==> src/rtl/pipe_stage_elastic.sv <==
// rtl/pipe_stage_elastic.sv - elastic two-entry pipeline stage register with flush, stall and squash count
module pipe_stage_elastic #(
  parameter int                  DATA_W     = 64,
  parameter logic [DATA_W-1:0]   BUBBLE_VAL = '0,
  parameter int                  CNT_W      = 8
) (
  input  logic              clk_i,
  input  logic              rst_i,
  input  logic              flush_i,
  input  logic              stall_i,
  input  logic              valid_i,
  output logic              ready_o,
  input  logic [DATA_W-1:0] data_i,
  output logic              valid_o,
  input  logic              ready_i,
  output logic [DATA_W-1:0] data_o,
  output logic [1:0]        occ_o,
  output logic [CNT_W-1:0]  flush_cnt_o
);

  // State encoding doubles as the occupancy value, so occ_o comes straight
  // from the state register.
  typedef enum logic [1:0] {
    S_EMPTY = 2'd0,
    S_ONE   = 2'd1,
    S_FULL  = 2'd2
  } state_t;

  state_t             state_q, state_d;
  logic [DATA_W-1:0]  main_q, main_d;
  logic [DATA_W-1:0]  skid_q, skid_d;
  logic [CNT_W-1:0]   cnt_q, cnt_d;

  logic               main_valid;
  logic               skid_valid;
  logic               in_fire;
  logic               out_fire;
  logic [1:0]         held;
  logic [CNT_W:0]     cnt_sum;
  logic [CNT_W-1:0]   cnt_sat;

  assign main_valid = (state_q == S_ONE) || (state_q == S_FULL);
  assign skid_valid = (state_q == S_FULL);
  assign in_fire    = valid_i && ready_o;
  assign out_fire   = valid_o && ready_i;

  // Saturating squash counter: widen by one bit so the overflow is visible,
  // then clamp to all-ones.
  assign held    = {1'b0, main_valid} + {1'b0, skid_valid};
  assign cnt_sum = {1'b0, cnt_q} + (CNT_W+1)'(held);
  assign cnt_sat = cnt_sum[CNT_W] ? {CNT_W{1'b1}} : cnt_sum[CNT_W-1:0];

  // State and storage registers, cleared asynchronously to the bubble value.
  always_ff @(posedge clk_i or negedge rst_i) begin
    if (!rst_i) begin
      state_q <= S_EMPTY;
      main_q  <= BUBBLE_VAL;
      skid_q  <= BUBBLE_VAL;
      cnt_q   <= '0;
    end else begin
      state_q <= state_d;
      main_q  <= main_d;
      skid_q  <= skid_d;
      cnt_q   <= cnt_d;
    end
  end

  // Next-state and next-data: flush beats stall, stall freezes everything.
  always_comb begin
    state_d = state_q;
    main_d  = main_q;
    skid_d  = skid_q;
    cnt_d   = cnt_q;
    if (flush_i) begin
      state_d = S_EMPTY;
      main_d  = BUBBLE_VAL;
      skid_d  = BUBBLE_VAL;
      cnt_d   = cnt_sat;
    end else if (!stall_i) begin
      case (state_q)
        S_EMPTY: begin
          if (in_fire) begin
            state_d = S_ONE;
            main_d  = data_i;
          end
        end
        S_ONE: begin
          if (in_fire && out_fire) begin
            main_d = data_i;
          end else if (in_fire) begin
            state_d = S_FULL;
            skid_d  = data_i;
          end else if (out_fire) begin
            state_d = S_EMPTY;
            main_d  = BUBBLE_VAL;
          end
        end
        S_FULL: begin
          if (out_fire) begin
            state_d = S_ONE;
            main_d  = skid_q;
            skid_d  = BUBBLE_VAL;
          end
        end
        default: begin
          state_d = S_EMPTY;
          main_d  = BUBBLE_VAL;
          skid_d  = BUBBLE_VAL;
        end
      endcase
    end
  end

  // Handshake outputs: ready depends only on registered skid state plus the
  // stage-wide stall/flush controls, never on ready_i.
  always_comb begin
    ready_o = !skid_valid && !stall_i && !flush_i;
    valid_o = main_valid && !stall_i && !flush_i;
  end

  assign data_o      = main_q;
  assign occ_o       = state_q;
  assign flush_cnt_o = cnt_q;

endmodule

==> config.mk <==
export PLATFORM = sky130hd
export DESIGN_NAME = pipe_stage_elastic
export DESIGN_NICKNAME = d
export VERILOG_FILES = /design/src/rtl/pipe_stage_elastic.sv
export SDC_FILE = /design/constraint.sdc
export NUM_CORES = 1
export LEC_CHECK = 0
export CAP_MARGIN = 20
export CORE_ASPECT_RATIO = 0.7
export CORE_UTILIZATION = 50
export CTS_CLUSTER_SIZE = 25
export DETAILED_ROUTE_END_ITERATION = 8
export PLACE_DENSITY = 0.8
export SYNTH_ARGS = -nofsm -noshare
export SYNTH_HDL_FRONTEND = slang
export SYNTH_SLANG_ARGS = --single-unit
==> constraint.sdc <==
create_clock -name clk_i -period 4.2 [get_ports clk_i]
set_input_delay 1.05 -clock clk_i [delete_from_list [all_inputs] [get_ports clk_i]]
set_output_delay 1.05 -clock clk_i [all_outputs]
set_load 0.005 [all_outputs]
==> flow_metrics.env <==
export IMPL_clk_pin_slew_worst_paths_ns=0.06
export IMPL_worstSetupEndpointType="output pin"
export IMPL_synth_edf_count=0
export IMPL_clkSinkCount=138
export IMPL_power_density_nw_per_um2=621
export IMPL_startpoint="stall_i"
export IMPL_floorplan_initialDensity_pct=51.4
export IMPL_finalHoldViolCount=0
export IMPL_post_cts_setup_buffer_count=0
export IMPL_min_from="data_o[21]$_DFFE_PN0P_"
export IMPL_setup_tns_ns=0
export IMPL_root_buffer="clkbuf_16"
export IMPL_slowest_delay_ns=0.53
export IMPL_hold_buffers=0
export IMPL_path_cells="clkdlybuf4s50_1 -> nor3b_1 -> clkdlybuf4s50_1"
export IMPL_cts_resized=0
export IMPL_ir_drop_uv=349
export IMPL_die_x_um=137
export IMPL_r2r_start="occ_o[0]$_DFFE_PN0P_"
export IMPL_cp_common_cell="clkdlybuf4s50_1"
export IMPL_power_leakage_uw=0.00378
export IMPL_critPathMaxFanout=8
export IMPL_syn_avg_cell_area_um2=11.3
export IMPL_run_status="finished clean"
export IMPL_synth_top_area_share_pct=54.1
export IMPL_place_area_um2=7880
export IMPL_ys_warn_count=0
export IMPL_synth_seq_cells=138
export IMPL_numCtsBuffers=17
export IMPL_antenna_found_initial=1
export IMPL_finalPower_uw=5280
export IMPL_core_area_um2=12400
export IMPL_final_area_um2=8500
export IMPL_setup_violations=0
export IMPL_tritoncts="done"
export IMPL_ant_nets=0
export IMPL_seq_area_frac_synth_pct=54.1
export IMPL_syn_inst=565
export IMPL_max_slew_margin_pct=46.4
export IMPL_grt_first_pass_wirelength_um=26400
export IMPL_clk_insertion_delay_late_ns=0.41
export IMPL_multi_input_area_um2=2410
export IMPL_worst_slack_ns=0.800
export IMPL_dpl_worst_slack_ns=0.618
export IMPL_synth_cell_type_count=41
export IMPL_clockBufferDepth=2
export IMPL_maxCapViolations=0
export IMPL_drtIter0Drc=350
export IMPL_slew_violations=0
export IMPL_place_congestion=0.786
export IMPL_drc_errors=0
export IMPL_fin_worst_skew_ns=0.00987
export IMPL_worstPathRequired_ns=3.15
export IMPL_seq_area_um2=3450
export IMPL_track_usage_pct=26.6
export IMPL_nets=774
export IMPL_critical_path_class="input port to output pin"
export IMPL_io_pins=146
export IMPL_cp_slowest_cell="clkdlybuf4s50_1"
export IMPL_period_share_pct=81.0
export IMPL_r2r_setup_slack_ns=1.31
export IMPL_grt_max_degree=128
export IMPL_num_vias=5014
export IMPL_ys_flop_type="dfrtp_1"
export IMPL_num_antenna_cells=0
export IMPL_hp_class="flop to flop"
export IMPL_final_core_util_pct=68.4
export IMPL_die_area_um2=13200
export IMPL_drtPass1Iterations=4
export IMPL_yosys_area_top_type="dfrtp_1"
export IMPL_rsz0062_at_grt="no"
export IMPL_drive_gt1_share_pct=7.75
export IMPL_htreeDepth=4
export IMPL_n_fill_cell=920
export IMPL_synth_common_cells="dfrtp_1, nand2_1, inv_1, mux2i_1"
export IMPL_min_period_ns=3.40
export IMPL_finalWirelength_um=16500
export IMPL_grt_pass1_vias=5065
export IMPL_worst_pin_slew_ns=0.804
export IMPL_synth_area_um2=6390
export IMPL_area_growth_pct=33.0
export IMPL_viasPerCell=5.75
export IMPL_routedWlPerCell_um=18.9
export IMPL_dp_hpwl_um=10300
export IMPL_yosysMostFrequentCell="dfrtp_1"
export IMPL_yosys_top_cells_area="dfrtp_1, mux2i_1, o2bb2ai_1"
export IMPL_syn_nets=641
export IMPL_max_freq_ghz=0.294
export IMPL_async_flop_share_pct=100
export IMPL_placement_rows=34
export IMPL_die_h_um=96.6
export IMPL_numPortBuffers=145
export IMPL_start_kind="input port"
export IMPL_grt_overflow=0
export IMPL_worstPathArrival_ns=2.35
## layout make-up
type	count	share of cell area, %
sequential	138	40.6
multi-input combinational	317	28.3
timing repair buffer	156	18.7
clock buffer	20	5.49
inverter	68	3.00
tap	162	2.39
clock inverter	11	1.41
## cell families after synthesis
group | synth area share, %
multiplexers | 10.5
XOR/XNOR | 0.686
adder cells (fa/ha/maj) | 1.29
AND/OR/NAND/NOR | 6.72
buffers and inverters | 8.66
flip-flops | 54.1
AO/OA/AOI/OAI | 18.1
## cells in the final DEF (no fill, tap or decap), types with 4 or more instances in the layout
cell type	count
nor2_1	4
clkinv_2	4
a22oi_1	64
ha_1	4
inv_1	68
mux2i_1	66
buf_4	7
clkbuf_16	17
o2bb2ai_1	64
dfrtp_1	138
clkdlybuf4s50_1	144
nand2_1	73
## power breakdown
group / total [µW] / internal (µW) / switching, µW
Sequential: 1960 / 1690 / 269
Clock: 1490 / 916 / 574
Combinational: 1830 / 928 / 907
## critical path, delay by kind of cell
| family | cells | cell delay (ns) |
|---|---|---|
| AND/OR/NAND/NOR | 1 | 0.24 |
| buffers and inverters | 2 | 1.06 |
## path summary, 6_finish.rpt
path | end | cells past startpoint
max | valid_o | 3
min | data_o[21]$_DFFE_PN0P_ | 1
max reg2reg | skid_q[20]$_DFFE_PN0P_ | 8
min reg2reg | data_o[21]$_DFFE_PN0P_ | 1
max in group asynchronous | data_o[24]$_DFFE_PN0P_ | 3
min in group asynchronous | data_o[59]$_DFFE_PN0P_ | 1
## flip-flops by register name (all words and copies together) (netlist names)
signal,flops
skid_q,64
occ_o,2
flush_cnt_o,8
data_o,64
## metal layers
layer	vias to the layer above	track usage, %	part of all wire [%]	wire [µm]
met3	11	8.03	7.4	1220
met5	-	0	0.079	13
met1	2559	36.1	45	7470
li1	2263	-	-	-
met2	179	41.4	47	7670
met4	2	7.23	0.58	95
## per-stage QoR
stage,std cells,hold WS [ns]
final,872,0.489
after global routing,872,0.509
after CTS,871,0.494
after detailed placement,840,0.477
after global placement,839,0.472
after floorplan,565,0.479
No activity file was read; power rests on OpenSTA's default activity.
